File: config.mk
export PLATFORM = sky130hd
export DESIGN_NAME = data_mem_ctrl
export DESIGN_NICKNAME = d
export VERILOG_FILES = /design/src/rtl/mem_ctrl_pkg.sv /design/src/rtl/lane_align.sv /design/src/rtl/data_mem_ctrl.sv
export SDC_FILE = /design/constraint.sdc
export NUM_CORES = 1
export LEC_CHECK = 0
export CORE_MARGIN = 2
export CORE_UTILIZATION = 45
export DETAILED_ROUTE_END_ITERATION = 8
export PLACE_DENSITY_LB_ADDON = 0.2
export RECOVER_POWER = 50
export REMOVE_ABC_BUFFERS = 1
export SETUP_SLACK_MARGIN = 0.02
export SYNTH_ARGS = -nofsm -noshare
export SYNTH_HDL_FRONTEND = slang
export SYNTH_HIERARCHICAL = 1
export SYNTH_SLANG_ARGS = --single-unit
export TNS_END_PERCENT = 30
File: constraint.sdc
create_clock -name clock -period 7.6 [get_ports clock]
set_clock_uncertainty 0.15 [all_clocks]
set_input_delay 1.14 -clock clock [delete_from_list [all_inputs] [get_ports clock]]
set_output_delay 1.14 -clock clock [all_outputs]
set_load 0.005 [all_outputs]
File: src/rtl/mem_ctrl_pkg.sv
// Shared encodings for the data memory controller: access sizes, FSM states
// and the full byte-enable mask.
package mem_ctrl_pkg;

  // Store size codes, as driven on cpu_wr_size (mem_write encoding)
  localparam logic [1:0] SZ_NONE = 2'b00;
  localparam logic [1:0] SZ_BYTE = 2'b01;
  localparam logic [1:0] SZ_HALF = 2'b10;
  localparam logic [1:0] SZ_WORD = 2'b11;

  // Load size codes, as driven on cpu_rd_size; also the internal access size
  localparam logic [1:0] LD_BYTE = 2'b00;
  localparam logic [1:0] LD_HALF = 2'b01;
  localparam logic [1:0] LD_WORD = 2'b10;

  localparam logic [3:0] BE_ALL = 4'b1111;

  typedef enum logic [1:0] {IDLE, BUS, DONE, ERR} state_e;

  // Fold a store size code onto the load encoding so one size path serves both
  function automatic logic [1:0] st_to_ld(input logic [1:0] st_size);
    logic [1:0] sz;
    case (st_size)
      SZ_BYTE: sz = LD_BYTE;
      SZ_HALF: sz = LD_HALF;
      default: sz = LD_WORD;
    endcase
    return sz;
  endfunction

endpackage

File: src/rtl/lane_align.sv
// Byte-lane steering: byte enables, store data replication, alignment check
// and load data extraction with sign/zero extension.
module lane_align
  import mem_ctrl_pkg::*;
(
  input  logic [1:0]  req_size,
  input  logic [1:0]  req_lo,
  input  logic [31:0] req_wdata,
  output logic [3:0]  be,
  output logic [31:0] wdata,
  output logic        misaligned,
  input  logic [1:0]  ld_size,
  input  logic [1:0]  ld_lo,
  input  logic        ld_unsigned,
  input  logic [31:0] mem_rdata,
  output logic [31:0] ld_data
);

  logic [7:0]  ld_byte;
  logic [15:0] ld_half;

  assign ld_byte = mem_rdata[{ld_lo, 3'b000} +: 8];
  assign ld_half = mem_rdata[{ld_lo[1], 4'b0000} +: 16];

  always_comb begin
    be         = BE_ALL;
    wdata      = req_wdata;
    misaligned = 1'b0;
    case (req_size)
      LD_BYTE: begin
        be    = 4'b0001 << req_lo;
        wdata = {4{req_wdata[7:0]}};
      end
      LD_HALF: begin
        be         = req_lo[1] ? 4'b1100 : 4'b0011;
        wdata      = {2{req_wdata[15:0]}};
        misaligned = req_lo[0];
      end
      default: misaligned = |req_lo;
    endcase
  end

  always_comb begin
    ld_data = mem_rdata;
    case (ld_size)
      LD_BYTE: ld_data = {{24{ld_byte[7] & ~ld_unsigned}}, ld_byte};
      LD_HALF: ld_data = {{16{ld_half[15] & ~ld_unsigned}}, ld_half};
      default: ld_data = mem_rdata;
    endcase
  end

endmodule

File: src/rtl/data_mem_ctrl.sv
// Load/store unit: turns datapath memory accesses into req/ack bus cycles,
// stalling the CPU while a transfer is outstanding.
module data_mem_ctrl
  import mem_ctrl_pkg::*;
#(
  parameter int unsigned TIMEOUT = 16,
  parameter int unsigned CNT_W   = 5
) (
  input  logic        clock,
  input  logic        reset,
  input  logic        cpu_rd,
  input  logic [1:0]  cpu_rd_size,
  input  logic        cpu_rd_unsigned,
  input  logic [1:0]  cpu_wr_size,
  input  logic [31:0] cpu_addr,
  input  logic [31:0] cpu_wdata,
  output logic        stall,
  output logic [31:0] rdata,
  output logic        rdata_valid,
  output logic        misaligned,
  output logic        bus_error,
  output logic        mem_req,
  output logic        mem_we,
  output logic [3:0]  mem_be,
  output logic [31:0] mem_addr,
  output logic [31:0] mem_wdata,
  input  logic [31:0] mem_rdata,
  input  logic        mem_ack
);

  state_e state_q, state_d;

  logic             is_store, req;
  logic [1:0]       acc_size;
  logic [3:0]       be_d;
  logic [31:0]      wdata_d, ld_data;
  logic             mis_d;
  logic             start, ack_hit, timeout_hit, mis_hit;

  logic             is_load_q, uns_q;
  logic [1:0]       size_q, lo_q;
  logic [CNT_W-1:0] cnt_q;
  logic [31:0]      rdata_q, mem_addr_q, mem_wdata_q;
  logic [3:0]       mem_be_q;
  logic             rdata_valid_q, misaligned_q, bus_error_q, mem_req_q, mem_we_q;

  // A store takes priority; cpu_rd is ignored whenever a store size is present
  assign is_store = (cpu_wr_size != SZ_NONE);
  assign req      = cpu_rd | is_store;
  assign acc_size = is_store ? st_to_ld(cpu_wr_size) :
                    (cpu_rd_size == 2'b11) ? LD_WORD : cpu_rd_size;

  lane_align u_lane_align (
    .req_size    (acc_size),
    .req_lo      (cpu_addr[1:0]),
    .req_wdata   (cpu_wdata),
    .be          (be_d),
    .wdata       (wdata_d),
    .misaligned  (mis_d),
    .ld_size     (size_q),
    .ld_lo       (lo_q),
    .ld_unsigned (uns_q),
    .mem_rdata   (mem_rdata),
    .ld_data     (ld_data)
  );

  always_comb begin
    state_d     = state_q;
    stall       = 1'b0;
    start       = 1'b0;
    ack_hit     = 1'b0;
    timeout_hit = 1'b0;
    mis_hit     = 1'b0;
    case (state_q)
      IDLE: begin
        if (req) begin
          if (mis_d) begin
            mis_hit = 1'b1;
          end else begin
            start   = 1'b1;
            // Stall is combinational here, so keep it quiet while held in reset
            stall   = reset;
            state_d = BUS;
          end
        end
      end
      BUS: begin
        stall = 1'b1;
        if (mem_ack) begin
          ack_hit = 1'b1;
          state_d = DONE;
        end else if (cnt_q == CNT_W'(TIMEOUT - 1)) begin
          timeout_hit = 1'b1;
          state_d     = ERR;
        end
      end
      DONE:    state_d = IDLE;
      ERR:     state_d = IDLE;
      default: state_d = IDLE;
    endcase
  end

  always_ff @(posedge clock or negedge reset) begin
    if (!reset) begin
      state_q       <= IDLE;
      is_load_q     <= 1'b0;
      uns_q         <= 1'b0;
      size_q        <= LD_BYTE;
      lo_q          <= 2'b00;
      cnt_q         <= '0;
      rdata_q       <= '0;
      rdata_valid_q <= 1'b0;
      misaligned_q  <= 1'b0;
      bus_error_q   <= 1'b0;
      mem_req_q     <= 1'b0;
      mem_we_q      <= 1'b0;
      mem_be_q      <= '0;
      mem_addr_q    <= '0;
      mem_wdata_q   <= '0;
    end else begin
      state_q       <= state_d;
      rdata_valid_q <= ack_hit & is_load_q;
      misaligned_q  <= mis_hit;
      bus_error_q   <= timeout_hit;

      if (start) begin
        mem_req_q   <= 1'b1;
        mem_we_q    <= is_store;
        mem_be_q    <= be_d;
        mem_addr_q  <= {cpu_addr[31:2], 2'b00};
        mem_wdata_q <= wdata_d;
        is_load_q   <= ~is_store;
        size_q      <= acc_size;
        uns_q       <= cpu_rd_unsigned;
        lo_q        <= cpu_addr[1:0];
      end else if (ack_hit || timeout_hit) begin
        mem_req_q <= 1'b0;
      end

      if (state_q == BUS && state_d == BUS) begin
        cnt_q <= cnt_q + 1'b1;
      end else begin
        cnt_q <= '0;
      end

      if (ack_hit && is_load_q) begin
        rdata_q <= ld_data;
      end else if (timeout_hit) begin
        rdata_q <= '0;
      end
    end
  end

  assign rdata       = rdata_q;
  assign rdata_valid = rdata_valid_q;
  assign misaligned  = misaligned_q;
  assign bus_error   = bus_error_q;
  assign mem_req     = mem_req_q;
  assign mem_we      = mem_we_q;
  assign mem_be      = mem_be_q;
  assign mem_addr    = mem_addr_q;
  assign mem_wdata   = mem_wdata_q;

endmodule
==> impl_results.md, run 1 <==
* Hold Crit Start: cnt_q[0]
* Cell with the largest stage delay on the worst path: clkbuf_1
* CP peak stage delay at 2.06 ns
* Cells after Synth at 462
* Worst setup margin at roughly 2.3 ns
* Synth warnings at 6
* Clk root buf: clkbuf_16
* Maximum VDD drop at 0.000195 V
* Yosys top cell area share at between 50% and 60%
* Average cell area after synthesis at about 12 um^2
* Remaining DRCs at 0
* Hold buffer count at CTS at 0
* Layout Cells excl Fill at between 800 and 900
* Crit path DAT at 3.99 ns
* Type of the most critical hold path: reg2reg
* Mapped cell area at around 5500 um^2
* Pin count of the biggest net entering global routing at 76
* Register bit total from synthesis at 116
* Routed vias/inst at about 5.4
* Chip Width at between 100 and 150 um
* EDFF count, synth at 0
* Top FF cell, synth: dfrtp_1
* Startpoint Class: input pin
* Num CTS Buffers at 17
* Layout cell share with drive strength beyond 1 at between 10 and 15%
* Slew Limit Fails at 120
* Drt first pass iters at 4
* # resized after CTS at 0
* CP Cell Sequence: clkbuf_1 > a21o_1 > clkdlybuf4s50_1
* Hold path depth at 1
* Total grt overflow at 0
* Setup WS pre-CTS at between 2 and 3 ns
* R2R cell count at 6
* I/O Pins at 211
* Asr flop ratio synth at between 90% and 100%
* DR iter-0 viols at roughly 300
* Area Growth Syn to Fin at 47.5%
* Worst-margin pin slew at slightly below 3 ns
* Row Count at 40
* Number of global-route vias before repair at about 4600
* Worst r2r dst: rdata[19]
* CP Max Fanout at 55
* Fmax at approximately 190 MHz
* Final setup viols at 0
* Global-route wire length before repair at approximately 23000 um
* Crit Path Class: in2out
* Required time of the critical path at 6.31 ns
* Detailed-route via count at about 4400
* DR WL/cell at between 15 and 20 um
* GRT Util Overall at between 20% and 30%
* Fin nets at roughly 760
* Latest clock arrival within the worst-skew pair at 0.40 ns
* R2r startpoint: cnt_q[0]
* H-tree depth at 4
* Hold EP: cnt_q[0]
* Die area at 13200 um^2
* Crit share post-route at ~69%
* Area contributors post-synth: dfrtp_1 53%, mux2_2 12%, mux2_1 7.3%, a22o_1 5.1%, nand2_1 4.1%
* Post-CTS setup buffers at 0
* Yosys top cell by area: dfrtp_1
* Slew HR at -98.1%
* Dpl cell area at approximately 7600 um^2
* Num Clock Sinks at approximately 120
* RSZ-0062 raised after global routing: false
* Clock transition at path regs at ~0.050 ns
* Status: complete, but fails checks
* Die H at between 100 and 150 um
* CTS tree: yes
* Total negative slack at 0 ns
* Initial antenna violation count at 0
* Leakage at roughly 0.0036 uW
* WL final at 14700 um
* CTS Buffer Depth at 2
* Hold Vio Cnt, Final at 0
* Core area at approximately 12000 um^2
* Pwr dens at 391 nW/um^2
* Yosys cell types at 40
* Initial Util at around 46%
* Placed wire-length estimate at approximately 10000 um
* Antenna diodes at 0
* GP Congestion at 0.802
* Cell area after layout at 8150 um^2
* Sequential cell area fraction in the yosys report at 52.5%
* Reg-to-reg slack, setup at ~5 ns
* Detail Route Antenna Nets at 0
* Max Cap Viol at 2
* Min Clock Period, post-route at 5.28 ns
* Failing checks: max-capacitance violations, max-slew violations
* CP Capture Type: output port
* Placed Cells incl. Taps at 782
* I/O Buffers at ~210
[critical path, delay by kind of cell]
family                 cells  cell delay (ns)
AO/OA/AOI/OAI              1             0.24
buffers and inverters      2             2.57
[cell type report]
cell class                 instances  area (um^2)
clock buffer                      29          571
clock inverter                     2         10.0
fill                             909         3860
inverter                           9         33.8
multi-input combinational        299         2360
sequential                       116         2900
tap                              147          184
timing repair buffer             211         2100
[cell families after synthesis]
family,count (synthesis),share of synthesized area (%)
flops,116,52.5
mux,106,21.3
simple gates,104,8.90
compound gates,81,10.8
buf+inv,48,5.16
fa+ha+maj,4,0.905
xor+xnor,2,0.317
other cells,1,0.0678
[worst max path at each step]
stage	start	to	depth (start not counted)
4_1_cts	cpu_wr_size[1]	stall	9
6_report	reset	stall	3
3_5_place_dp	cpu_wr_size[1]	stall	9
5_1_grt	reset	stall	3
3_3_place_gp	cpu_wr_size[0]	stall	9
2_1_floorplan	cpu_wr_size[0]	stall	7
[layout by cell type (no fill, tap or decap), drive strengths merged]
cell | Yosys | routed
inv | 9 | 9
nor4b | 1 | 1
or3 | 2 | 2
mux2i | 13 | 13
o21bai | 4 | 4
a22oi | 8 | 8
a31o | 1 | 1
nand3 | 1 | 1
buf | 34 | 2
a21oi | 10 | 10
nor3b | 1 | 1
clkinv | 0 | 2
xnor2 | 1 | 1
nand2b | 7 | 7
o22ai | 1 | 1
nor2 | 15 | 15
nor2b | 12 | 12
and2b | 1 | 1
nand2 | 61 | 61
a221oi | 1 | 1
dlygate4sd3 | 0 | 46
nor4 | 1 | 1
a221o | 3 | 3
clkdlybuf4s50 | 0 | 161
o32a | 1 | 1
and3 | 2 | 2
ha | 4 | 4
a22o | 32 | 32
clkbuf | 5 | 31
a211oi | 1 | 1
dfrtp | 116 | 116
conb | 1 | 2
mux2 | 93 | 93
xor2 | 1 | 1
a21o | 3 | 3
o21ai | 16 | 16
[synth_stat cells (2+ instances only)]
master    instances
a21o_1            3
a21oi_1          10
a221o_2           3
a22o_1           32
a22oi_1           8
and3_1            2
buf_1             2
buf_2            15
buf_4            11
buf_6             6
clkbuf_1          5
dfrtp_1         116
ha_1              4
inv_1             9
mux2_1           36
mux2_2           57
mux2i_1          13
nand2_1          61
nand2b_1          7
nor2_1           13
nor2b_1          12
o21ai_0          15
o21bai_1          4
or3_1             2
[where the power goes]
part | switching, uW | internal, uW
registers | 180 | 907
clock network | 259 | 501
logic | 524 | 814
total | 963 | 2220
[metrics by stage]
stage	hold slack, ns	total power [uW]	util, %
2_1_floorplan	0.283	1680	-
3_3_place_gp	0.294	2430	63.1
3_5_place_dp	0.312	2480	63.1
4_1_cts	0.319	3260	67.9
5_1_grt	0.340	3380	67.9
6_report	0.317	3180	67.9
[flip-flops by register name, indices dropped and copies added (netlist names)]
| register | flops |
|---|---|
| mem_wdata | 32 |
| misaligned | 1 |
| bus_error | 1 |
| rdata | 32 |
| size_q | 2 |
| state_q | 2 |
| uns_q | 1 |
| is_load_q | 1 |
| rdata_valid | 1 |
| mem_we | 1 |
| mem_addr | 30 |
| cnt_q | 5 |
| mem_be | 4 |
| mem_req | 1 |
| lo_q | 2 |
[routing by layer]
metal	vias up	global-route usage [%]	share of wire, %
li1	2012	-	-
met1	2174	28.1	41
met2	184	36.6	48
met3	21	9.54	9.5
met4	0	7.15	1.2
met5	-	0	0
No activity file was read; power rests on OpenSTA's default activity.
==> run 2: changes to the inputs <==
CORE_UTILIZATION = 44   (was 45)
clock period = 5.3 ns   (was 7.6 ns; I/O delays follow)
==> run 2 against run 1 <==
  * The run now ends clean
  * Highest routed layer unchanged
  * Critical path type unchanged
  * Largest cell class unchanged
  * Clock power up 36%
  * Sequential cell count unchanged
  * Core utilization down 0.87 points
  * Critical endpoint unchanged
  * Die area up 2.2%
==> impl_results.md, run 2 (synthesis gave the netlist of run 1 again) <==
* Status: finished, final reports clean
* Drt first pass iters at 4 (unchanged)
* Final setup viols at 0 (unchanged)
* Total grt overflow at 0 (unchanged)
* Worst-margin pin slew at 1.23 ns (-1.74 ns)
* Startpoint Class: input pin
* Initial Util at 45.5% (-0.57 points)
* Crit path DAT at 3.16 ns (-0.83 ns)
* Maximum VDD drop at 0.000288 V (+48%)
* Pin count of the biggest net entering global routing at 76 (unchanged)
* GRT Util Overall at 21.5% (-1.2 points)
* CP Cell Sequence: clkdlybuf4s50_1 > inv_1 > ha_1 > nor2b_1 > a31o_2 > a21oi_1 > nor2_1 > nor4_4 > a21o_1 > clkdlybuf4s50_1
* # resized after CTS at 0 (unchanged)
* I/O Buffers at 208 (unchanged)
* Slew Limit Fails at 0 (-100%)
* Latest clock arrival within the worst-skew pair at 0.41 ns (about the same)
* Most frequent cells in the layout: 162 x clkdlybuf4s50_1, 116 x dfrtp_1, 61 x nand2_1
* H-tree depth at 4 (unchanged)
* Pwr dens at 551 nW/um^2 (+41%)
* CP delay by family, top: buffers and inverters
* Fmax at between 200 and 250 MHz
* Clk root buf: clkbuf_16
* CTS tree: yes
* Commonest non-fill, non-tap cell in the layout: clkdlybuf4s50_1
* Reg-to-reg slack, setup at 2.72 ns (-2.27 ns)
* Hold buffer count at CTS at 0 (unchanged)
* Detailed-route via count at 4350 (-0.93%)
* Remaining DRCs at 0 (unchanged)
* Crit Path Class: in2out
* Worst r2r dst: rdata[5]
* Final Util at 67.0% (-0.87 points)
* I/O Pins at 211 (unchanged)
* Placed wire-length estimate at 9850 um (-3.8%)
* Slew HR at 17.9% (+120 points)
* Layout cell share with drive strength beyond 1 at 14.7% (-0.19 points)
* CP bufs+invs at 3 (+1)
* Min Clock Period, post-route at 4.11 ns
* Clock transition at path regs at 0.05 ns (about the same)
* WL final at 14300 um (-3.0%)
* Row Count at 40 (unchanged)
* Initial antenna violation count at 0 (unchanged)
* Global-route wire length before repair at 22000 um (-4.9%)
* CP Capture Type: output port
* Antenna diodes at 0 (unchanged)
* Number of global-route vias before repair at 4476 (-1.8%)
* Required time of the critical path at 4.36 ns (-1.95 ns)
* Max Cap Viol at 0 (-2)
* GP Congestion at 0.824 (+2.7%)
* DR iter-0 viols at 293 (-2.0%)
* Die area at 13500 um^2 (+2.2%)
* Num CTS Buffers at 17 (unchanged)
* Routed vias/inst at 5.20 (-3.7%)
* CP dominant cell by count: clkdlybuf4s50_1
* Chip Width at 116 um (+1.1%)
* CTS Buffer Depth at 2 (unchanged)
* RSZ-0062 raised after global routing: false
* Die H at 116 um (+1.1%)
* Area Growth Syn to Fin at 47.4% (about the same)
* CP Max Fanout at 13 (-76%)
* Hold Vio Cnt, Final at 0 (unchanged)
* Num Clock Sinks at 116 (unchanged)
* Leakage at 0.00359 uW (-0.44%)
* Core area at 12200 um^2 (+1.3%)
* R2R cell count at 6 (unchanged)
* DR WL/cell at 17.1 um (-5.7%)
* Post-CTS setup buffers at 0 (unchanged)
* Detail Route Antenna Nets at 0 (unchanged)
* Crit share post-route at between 70 and 80%
* Fin nets at 764 (+0.13%)
* Type of the most critical hold path: in2async
* R2r startpoint: cnt_q[0]
* CP peak stage delay at 0.50 ns (-1.56 ns)
* Total power at 4490 uW (+41%)
* Cell with the largest stage delay on the worst path: clkdlybuf4s50_1
[run 2: cell count changes in the layout (fill, tap and decap cells not counted), sizes merged]
cell           previous run  this run
buf                       2         5
clkdlybuf4s50           161       162
dlygate4sd3              46        45
clkinv                    2         4
clkbuf                   31        28
[run 2: cell type report]
type                            count  area [um^2]
Multi-Input combinational cell    299         2360
Clock inverter                      4         20.0
Clock buffer                       28          517
Timing Repair Buffer              212         2110
Sequential cell                   116         2900
Inverter                            9         33.8
Tap cell                          168          210
Fill cell                         946         4010
[run 2: worst max-delay path by stage]
stage	end	cells after the start	startpoint	slack, ns
detailed placement	stall	10	cpu_wr_size[1]	1.16
finish	stall	10	cpu_wr_size[1]	1.19
floorplan	stall	7	cpu_wr_size[0]	-0.40
global placement	stall	10	cpu_wr_size[0]	1.18
global route	stall	10	cpu_wr_size[0]	0.99
CTS	stall	10	cpu_wr_size[1]	1.15
[run 2: per-layer routing]
layer  GRT usage (%)  vias to the layer above  share of wire, %
met4            9.21                        0               2.0
met1            25.5                     2118                41
met3            9.47                       24               9.9
met5               0                        -                 0
li1                -                     2010                 -
met2            34.2                      198                47
[run 2: metrics by stage]
step                      setup WS [ns]  cells  hold slack [ns]  TNS (ns)  instance area [um^2]
after floorplan                  -0.398    424            0.283    -0.398                  5280
after global placement             1.18    804            0.295         0                  7610
after detailed placement           1.16    804            0.303         0                  7610
after CTS                          1.15    836            0.306         0                  8150
after global routing              0.993    836            0.330         0                  8150
final                              1.19    836            0.280         0                  8150
[run 2: report_power, final]
| group | total, uW | switching (uW) | internal (uW) |
|---|---|---|---|
| logic | 1910 | 739 | 1170 |
| registers | 1550 | 254 | 1300 |
| clock network | 1030 | 372 | 655 |
| total | 4490 | 1360 | 3120 |
==> run 3: changes to the inputs <==
clock period = 4 ns   (was 5.3 ns; I/O delays follow)
==> run 3 against run 2 <==
  * The flow now finishes with violations (max-capacitance violations, max-slew violations)
  * Sequential cell count stayed put
  * Non-clock buffer count grew 4
  * Sequential power increased by 34%
  * Core utilization rose by 0.73 points
  * Clock-buffer cell count decreased by 7
  * Clock power up 47%
  * Critical endpoint unchanged
  * Global-route usage up 0.48 points
  * Critical path depth stayed put
  * Wire length up 2.1%
  * Cell area increased by 1.1%
  * Combinational power increased by 30%
==> impl_results.md, run 3 (synthesis gave the netlist of run 1 again) <==
* Min Clock Period, post-route at 3.64 ns
* Chip Width at 116 um (unchanged)
* Clock transition at path regs at 0.05 ns (about the same)
* Latest clock arrival within the worst-skew pair at 0.41 ns (about the same)
* Most frequent cells in the layout: 156 x clkdlybuf4s50_1, 116 x dfrtp_1, 61 x nand2_1
* Slew HR at -1.37% (-19 points)
* Hold_ws at 0.288 ns (+0.00873 ns)
* Crit Path Class: in2out
* Core area at 12200 um^2 (unchanged)
* Layout cell share with drive strength beyond 1 at 15.5% (+0.81 points)
* Crit share post-route at around nine tenths
* Max Cap Viol at 2 (+2)
* Final Util at 67.7% (+0.73 points)
* Die area at 13500 um^2 (unchanged)
* Hold buffer count at CTS at 0 (unchanged)
* Hold Vio Cnt, Final at 0 (unchanged)
* Detail Route Antenna Nets at 0 (unchanged)
* Status: complete, but fails checks
* Drt first pass iters at 4 (unchanged)
* CTS tree: yes
* Worst-margin pin slew at 1.52 ns (+0.289 ns)
* Metal2 WL at 7000 um (+4.4%)
* Worst setup margin at 0.364 ns (-0.826 ns)
* Area Growth Syn to Fin at 49.0%
* Routed vias/inst at 5.15 (-1.1%)
* Comb pwr share at 41.0% (-1.5 points)
* H-tree depth at 4 (unchanged)
* DR WL/cell at 17.3 um (+1.6%)
* Sequential power share at 34.2% (-0.4 points)
* DRT met1 WL at 5790 um (-1.2%)
* Startpoint Class: input pin
* Clk root buf: clkbuf_16
* Antenna diodes at 0 (unchanged)
* CTS Buffer Depth at 2 (unchanged)
* Number of global-route vias before repair at 4546 (+1.6%)
* RSZ-0062 raised after global routing: false
* GRT Util Overall at 22.0% (+0.48 points)
* Total grt overflow at 0 (unchanged)
* Initial Util at 45.5% (unchanged)
* Crit path DAT at 2.89 ns (-0.27 ns)
* Metal3 WL at 1520 um (+7.5%)
* Required time of the critical path at 3.25 ns (-1.11 ns)
* Row Count at 40 (unchanged)
* Num CTS Buffers at 17 (unchanged)
* Maximum VDD drop at 0.000432 V (+50%)
* Leakage at 0.00364 uW (+1.5%)
* I/O Buffers at 208 (unchanged)
* Remaining DRCs at 0 (unchanged)
* I/O Pins at 211 (unchanged)
* CP Capture Type: output port
* Net switching power at 1820 uW (+33%)
* Initial antenna violation count at 0 (unchanged)
* Final setup viols at 0 (unchanged)
* Reg area at 2900 um^2 (unchanged)
* Placed wire-length estimate at 10200 um (+3.7%)
* Post-CTS setup buffers at 0 (unchanged)
* Pin count of the biggest net entering global routing at 76 (unchanged)
* Area occupied by multi-input gates at 2360 um^2 (unchanged)
* WL final at 14600 um (+2.1%)
* GP Congestion at 0.799 (-3.0%)
* Slew Limit Fails at 62 (+62)
* DR iter-0 viols at 290 (-1.0%)
* Fmax at ~280 MHz
* Die H at 116 um (unchanged)
* Net Sw Frac at 29.9% (-0.53 points)
* Clock Power Share at 24.8% (+1.9 points)
* Fillers at 922 (-2.5%)
* Commonest non-fill, non-tap cell in the layout: clkdlybuf4s50_1
* Top layer used by detailed routing: met4
* Pwr dens at 739 nW/um^2 (+34%)
* Global-route wire length before repair at 22500 um (+2.3%)
* CP Max Fanout at 6 (-7)
* Failing checks: max-capacitance violations, max-slew violations
* Fin nets at 768 (+0.52%)
* Type of the most critical hold path: in2async
* Int Pwr at 4270 uW (+37%)
* # resized after CTS at 0 (unchanged)
* Detailed-route via count at 4323 (-0.62%)
* Num Clock Sinks at 116 (unchanged)
* Setup WS pre-CTS at 0.364 ns (-0.796 ns)
## run 3: cell count changes in the layout (fill, tap and decap cells not counted), sizes merged, moves of 3 or more
cell           delta
dlygate4sd3       +6
clkbuf            -4
clkdlybuf4s50     -6
bufinv            +3
clkinv            +3
## run 3: critical path, cell delays in order
cell	delay, ns
clkdlybuf4s50_1	0.44
inv_1	0.07
ha_1	0.30
nor2b_1	0.08
a31o_2	0.23
a21oi_1	0.12
nor2_1	0.09
nor4_4	0.29
a21o_1	0.16
clkdlybuf4s50_1	0.50
## run 3: layout make-up
class,count,area share [%]
Clock inverter,11,1.61
Multi-Input combinational cell,299,28.6
Clock buffer,21,5.59
Sequential cell,116,35.2
Timing Repair Buffer,216,26.0
Inverter,9,0.410
Tap cell,168,2.55
## run 3: worst paths after layout
| path | from | endpoint | slack (ns) | depth (start not counted) |
|---|---|---|---|---|
| worst max-delay path | cpu_wr_size[1] | stall | 0.36 | 10 |
| worst min register to register | cnt_q[0] | cnt_q[0] | 0.32 | 1 |
| worst min-delay path | reset | rdata[22] | 0.29 | 2 |
| max in group asynchronous | reset | mem_addr[18] | 1.46 | 3 |
| worst max register to register | state_q[0] | rdata[22] | 1.51 | 4 |
| min in group clock | cnt_q[0] | cnt_q[0] | 0.32 | 1 |
## run 3: power by group through the flow
stage	clock network [uW]	registers (uW)	logic [uW]
6_report	1510	2080	2490
2_1_floorplan	0	2110	1090
3_3_place_gp	0	2070	2560
3_5_place_dp	0	2100	2600
5_1_grt	1600	2170	2720
4_1_cts	1550	2100	2620
## run 3: stage by stage
step | cell area [um^2] | power (uW) | instances | setup TNS, ns
after CTS | 8250 | 6270 | 840 | 0
final | 8240 | 6090 | 840 | 0
after floorplan | 5280 | 3200 | 424 | -70.99
after detailed placement | 7650 | 4700 | 808 | 0
after global placement | 7650 | 4630 | 808 | 0
after global routing | 8240 | 6480 | 840 | 0
## run 3: routing by layer
metal	track usage [%]	vias up
li1	-	2017
met1	25.4	2114
met2	36.2	171
met3	9.88	21
met4	8.25	0
met5	0	-
